**src/rtl/lsu_pkg.sv**
```systemverilog
// rtl/lsu_pkg.sv - shared lsu dtype codes, funct3 codes, exception causes and mem-stage states
package lsu_pkg;

    localparam logic [2:0] BYTE               = 3'b000;
    localparam logic [2:0] HALF_WORD          = 3'b001;
    localparam logic [2:0] FULL_WORD          = 3'b010;
    localparam logic [2:0] BYTE_UNSIGNED      = 3'b011;
    localparam logic [2:0] HALF_WORD_UNSIGNED = 3'b100;

    localparam logic [2:0] F3_B  = 3'b000;
    localparam logic [2:0] F3_H  = 3'b001;
    localparam logic [2:0] F3_W  = 3'b010;
    localparam logic [2:0] F3_BU = 3'b100;
    localparam logic [2:0] F3_HU = 3'b101;

    typedef enum logic [1:0] {
        EXC_NONE       = 2'b00,
        EXC_MISALIGNED = 2'b01,
        EXC_ILLEGAL    = 2'b10,
        EXC_RANGE      = 2'b11
    } exc_cause_e;

    typedef enum logic [2:0] {
        ST_IDLE,
        ST_ACCESS,
        ST_CAPTURE,
        ST_WB,
        ST_EXC
    } mem_state_e;

endpackage

```
**src/rtl/lsu_dtype_decode.sv**
```systemverilog
// rtl/lsu_dtype_decode.sv - funct3/is_store to lsu dtype, legality and alignment mask
module lsu_dtype_decode
    import lsu_pkg::*;
#(
    parameter int DTYPE_W = 3
) (
    input  logic [2:0]         funct3,
    input  logic               is_store,
    output logic [DTYPE_W-1:0] dtype,
    output logic               legal,
    output logic [1:0]         align_mask
);

    // align_mask selects the low ea bits that must be zero for the access size
    always_comb begin
        dtype      = '0;
        legal      = 1'b0;
        align_mask = 2'b00;
        case (funct3)
            F3_B: begin
                dtype = DTYPE_W'(BYTE);
                legal = 1'b1;
            end
            F3_H: begin
                dtype      = DTYPE_W'(HALF_WORD);
                legal      = 1'b1;
                align_mask = 2'b01;
            end
            F3_W: begin
                dtype      = DTYPE_W'(FULL_WORD);
                legal      = 1'b1;
                align_mask = 2'b11;
            end
            F3_BU: begin
                dtype = DTYPE_W'(BYTE_UNSIGNED);
                legal = !is_store;
            end
            F3_HU: begin
                dtype      = DTYPE_W'(HALF_WORD_UNSIGNED);
                legal      = !is_store;
                align_mask = 2'b01;
            end
            default: ;
        endcase
    end

endmodule

```
**src/rtl/lsu_mem_stage.sv**
```systemverilog
// rtl/lsu_mem_stage.sv - memory-stage sequencer between execute, lsu and writeback
module lsu_mem_stage
    import lsu_pkg::*;
#(
    parameter int ADDRESS_SPACE  = 4096,
    parameter int DATA_WIDTH     = 32,
    parameter int NUM_DATA_TYPES = 6
) (
    input  logic                              clk,
    input  logic                              reset,
    input  logic                              req_valid,
    output logic                              req_ready,
    input  logic                              req_is_store,
    input  logic [2:0]                        req_funct3,
    input  logic [DATA_WIDTH-1:0]             req_base,
    input  logic [DATA_WIDTH-1:0]             req_offset,
    input  logic [DATA_WIDTH-1:0]             req_wdata,
    input  logic [4:0]                        req_rd,
    output logic [$clog2(ADDRESS_SPACE)-1:0]  lsu_addr,
    output logic [DATA_WIDTH-1:0]             lsu_wdata,
    output logic                              lsu_we,
    output logic [$clog2(NUM_DATA_TYPES)-1:0] lsu_dtype,
    input  logic [DATA_WIDTH-1:0]             lsu_rdata,
    output logic                              wb_valid,
    input  logic                              wb_ready,
    output logic [4:0]                        wb_rd,
    output logic [DATA_WIDTH-1:0]             wb_data,
    output logic                              exc_valid,
    output logic [1:0]                        exc_cause,
    output logic [DATA_WIDTH-1:0]             exc_addr
);

    localparam int AW  = $clog2(ADDRESS_SPACE);
    localparam int DTW = $clog2(NUM_DATA_TYPES);

    mem_state_e            state, state_n;
    logic [DATA_WIDTH-1:0] ea;
    logic [DTW-1:0]        dec_dtype;
    logic                  dec_legal;
    logic [1:0]            dec_align_mask;
    logic                  misaligned, out_of_range;
    exc_cause_e            fault_cause, exc_cause_q;
    logic                  is_store_q;
    logic [4:0]            rd_q;

    assign ea = req_base + req_offset;

    lsu_dtype_decode #(.DTYPE_W(DTW)) u_decode (
        .funct3     (req_funct3),
        .is_store   (req_is_store),
        .dtype      (dec_dtype),
        .legal      (dec_legal),
        .align_mask (dec_align_mask)
    );

    assign misaligned   = |(ea[1:0] & dec_align_mask);
    assign out_of_range = ea >= DATA_WIDTH'(ADDRESS_SPACE);

    always_comb begin
        fault_cause = EXC_NONE;
        if (!dec_legal)        fault_cause = EXC_ILLEGAL;
        else if (misaligned)   fault_cause = EXC_MISALIGNED;
        else if (out_of_range) fault_cause = EXC_RANGE;
    end

    always_ff @(posedge clk or posedge reset) begin
        if (reset) state <= ST_IDLE;
        else       state <= state_n;
    end

    always_comb begin
        state_n = state;
        case (state)
            ST_IDLE:    if (req_valid) state_n = (fault_cause != EXC_NONE) ? ST_EXC : ST_ACCESS;
            ST_ACCESS:  state_n = is_store_q ? ST_IDLE : ST_CAPTURE;
            ST_CAPTURE: state_n = ST_WB;
            ST_WB:      if (wb_ready) state_n = ST_IDLE;
            ST_EXC:     state_n = ST_IDLE;
            default:    state_n = ST_IDLE;
        endcase
    end

    // Faulting requests only load the exception registers so the lsu bus keeps its last value
    always_ff @(posedge clk or posedge reset) begin
        if (reset) begin
            lsu_addr    <= '0;
            lsu_dtype   <= '0;
            lsu_wdata   <= '0;
            is_store_q  <= 1'b0;
            rd_q        <= '0;
            wb_data     <= '0;
            exc_cause_q <= EXC_NONE;
            exc_addr    <= '0;
        end else begin
            if (state == ST_IDLE && req_valid) begin
                if (fault_cause != EXC_NONE) begin
                    exc_cause_q <= fault_cause;
                    exc_addr    <= ea;
                end else begin
                    lsu_addr   <= ea[AW-1:0];
                    lsu_dtype  <= dec_dtype;
                    lsu_wdata  <= req_wdata;
                    is_store_q <= req_is_store;
                    rd_q       <= req_rd;
                end
            end
            if (state == ST_CAPTURE) wb_data <= lsu_rdata;
        end
    end

    assign req_ready = (state == ST_IDLE);
    assign lsu_we    = (state == ST_ACCESS) && is_store_q;
    assign wb_valid  = (state == ST_WB);
    assign wb_rd     = rd_q;
    assign exc_valid = (state == ST_EXC);
    assign exc_cause = exc_cause_q;

endmodule

```
**config.mk**
```make
export PLATFORM = sky130hd
export DESIGN_NAME = lsu_mem_stage
export DESIGN_NICKNAME = d
export VERILOG_FILES = /design/src/rtl/lsu_pkg.sv /design/src/rtl/lsu_dtype_decode.sv /design/src/rtl/lsu_mem_stage.sv
export SDC_FILE = /design/constraint.sdc
export NUM_CORES = 1
export LEC_CHECK = 0
export BUFFER_PORTS_ARGS = -buffer_cell sky130_fd_sc_hd__buf_2
export CAP_MARGIN = 5
export CORE_ASPECT_RATIO = 1.2
export CORE_MARGIN = 2
export CORE_UTILIZATION = 35
export DETAILED_ROUTE_END_ITERATION = 12
export SLEW_MARGIN = 30
export SYNTH_ARGS = -nofsm -noshare
export SYNTH_HDL_FRONTEND = slang
export SYNTH_HIERARCHICAL = 1
export SYNTH_SLANG_ARGS = --single-unit
export TNS_END_PERCENT = 10
```
**constraint.sdc**
```tcl
create_clock -name clk -period 10.2 [get_ports clk]
set_clock_uncertainty 0.1 [all_clocks]
set_input_delay 2.04 -clock clk [delete_from_list [all_inputs] [get_ports clk]]
set_output_delay 2.04 -clock clk [all_outputs]
set_load 0.05 [all_outputs]
```
==> metrics <==
Hold Path Class=reg -> reg; most used flip-flop cell after synthesis=dfrtp_1; most frequent cells in the layout=buf_2 (262), dfrtp_1 (122), mux2_2 (61); static leakage=approximately 4.5 nW; Final Non-Filler Cells=~1100; share of cells above drive strength 1=roughly 44%; post-DP HPWL=around 14000 um; Tcrit/Tclk final=roughly 62%; Chip Height=between 150 and 200 um; P_sw=between 1 and 1.5 mW; CTS clk-pin slew, worst paths=approximately 0.050 ns; Hold Slack=0.383 ns; Final nets=roughly 1000; PwrDens=approximately 270 mW/mm^2; clk root buf=clkbuf_16; CP Class=in -> reg; global-route wire length before repair=about 28000 um; Fin Setup TNS=0 ns; switch share=between 40 and 50%; Pre-Repair DR Iteration Count=4; Port Buffers=approximately 260; #FFs+latches synth=~120; maxcap violations=0; FF/Latch Area=0.00305 mm^2; clk_lat worst skew=approximately 0.4 ns; starting density of the core=between 30% and 40%; Critical Path, Cell by Cell=buf_2 > ha_1 > fa_1 > a211o_1 > a211oi_2 > o21ba_2 > o41ai_1 > xnor2_1 > o21ai_0 > or4_1 > nor4b_4 > nand4_4 > buf_12 > mux2_1; Final setup viols=0; WL/cell=~16 um; commonest non-fill, non-tap cell in the layout=buf_2; Placeable Area=about 0.019 mm^2; Slew Viols, Final=0; final core occ=a little under half; Starting DRT DRC Count=around 220; FMAX=approximately 160 MHz; mean number of vias per cell=between 4 and 5; final setup margin=slightly below 4 ns; all-layer global routing usage=approximately 18%; clock buffer depth=2; Worst Tran Pin Value=slightly below 0.8 ns; minimum clock period after layout=between 6 and 7 ns; Critical Path RT=roughly 10 ns; status=finished, final reports clean; Max stage delay on crit path=around 0.6 ns; initial antenna violation count=0; CP startpoint kind=input port; standard-cell rows=55; register share of total power=~29%; area of the multi-input gates=approximately 0.0035 mm^2; WL final=between 15000 and 20000 um; post-place setup slack=roughly 3.5 ns; CTS Sinks=122; Cells after DPL=1086; CTS Buf Count=17; Final Hold Fails=0; critical path fanouts, max=31; Critical Path End Type=flop; Post-synth ARST share=100%; Seq/Total Area, Yosys=a little under half; Slew HR=47.6%; RSZ-0062 raised after global routing=false; Setup Fix Bufs, Post-CTS=0; pin count of the biggest net entering global routing=63; Filler cells=around 1800; hold_buf cts=0; Crit-path slowest cell=or4_1; Post-DRT Antenna Nets=0; die width=around 130 um; worst path arrival time=about 6.5 ns; internal power=between 1 and 1.5 mW; Resized Gates After CTS=0; Max rail drop VDD=between 0.0001 and 0.00015 V; Synthesis Warnings=6; Logic pwr share=around 46%; DRC=0; area growth from synthesis to layout=32.5%; vias in the first global route=about 5500; H-tree depth=4; Netlist cell types=66; Power Total=about 2.4 mW; Synth Cell Area=roughly 0.0067 mm^2; post-route cell area=about 0.0089 mm^2; power share of the clock group=about 25%; routed via count=5510; CTS tree=done; global route overflow=0; Ports=263; die footprint=0.0202 mm^2; Post-synth EDFFs=0; Placed Instance Area=slightly above 0.008 mm^2; RD Place Congestion=0.870; syn nets=roughly 770; diodes inserted=0; synthesized instance count=~590; syn avg cell area=11.3 um^2
-- synth_stat cells, drive strengths merged, types with 9 or more instances --
cell type	n	area (um^2)
inv	13	48.8
dfrtp	122	3050
xor2	9	78.8
mux2	111	1250
a21o	13	98.9
buf	9	51.3
xnor2	20	175
a21oi	38	198
nor2	31	116
nor3	9	45.0
clkbuf	19	71.3
nand4	11	75.1
nand2	38	143
o21a	10	75.1
o21ai	24	124
ha	31	388
-- worst max-delay path: cells and delay by family --
family          cells  cell delay (ns)
compound gates      5             1.18
xor+xnor            1             0.23
fa+ha+maj           2             0.66
buf+inv             2             0.47
mux                 1             0.33
simple gates        3             1.53
-- final timing paths --
check,to,depth (start not counted),slack (ns),startpoint
worst max-delay path,lsu_addr[3]$_DFFE_PP0P_,14,3.92,req_base[0]
worst min-delay path,lsu_addr[11]$_DFFE_PP0P_,1,0.38,lsu_addr[11]$_DFFE_PP0P_
worst max register to register,lsu_addr[3]$_DFFE_PP0P_,5,7.56,state[0]$_DFFE_PP0P_
worst min register to register,lsu_addr[11]$_DFFE_PP0P_,1,0.38,lsu_addr[11]$_DFFE_PP0P_
max in group asynchronous,state[0]$_DFFE_PP0P_,3,7.03,reset
min in group asynchronous,wb_data[21]$_DFFE_PP0N_,2,1.67,reset
-- cells by family after synthesis --
kind of cell,share of synthesized area (%)
xor gates and xnor gates,3.80
and+or+nand+nor,9.68
muxes,19.6
DFF,45.6
adders and majority gates,6.09
buffers and inverters,2.56
AOI/OAI and AO/OA,12.7
-- state kept, by name, indices dropped and copies added, names as in the netlist --
signal	flops
is_store_q	1
exc_addr	32
lsu_wdata	32
state	3
wb_data	32
lsu_addr	12
wb_rd	5
lsu_dtype	3
exc_cause	2
-- cell type report --
cell class	instances	share of cell area, %
Timing Repair Buffer	266	15.3
Clock buffer	17	4.80
Tap cell	256	3.61
Inverter	13	0.579
Sequential cell	122	34.4
Clock inverter	15	1.95
Multi-Input combinational cell	429	39.4
-- power groups by stage --
stage	Clock [mW]	Sequential [mW]	Combinational [mW]
after floorplan	0	1.17	0.389
after global placement	0	0.706	1.13
after detailed placement	0	0.709	1.13
after CTS	0.629	0.701	1.14
after global routing	0.650	0.720	1.18
final	0.613	0.700	1.12
-- routing by layer --
metal	routed length, um	track usage (%)	part of all wire, %	vias up
met2	9160	30.7	51	184
met4	473	7.22	2.6	0
li1	-	-	-	2683
met1	7200	20.6	40	2616
met5	0	0	0	-
met3	1040	3.85	5.8	27
(Power assumes the default switching activity.)
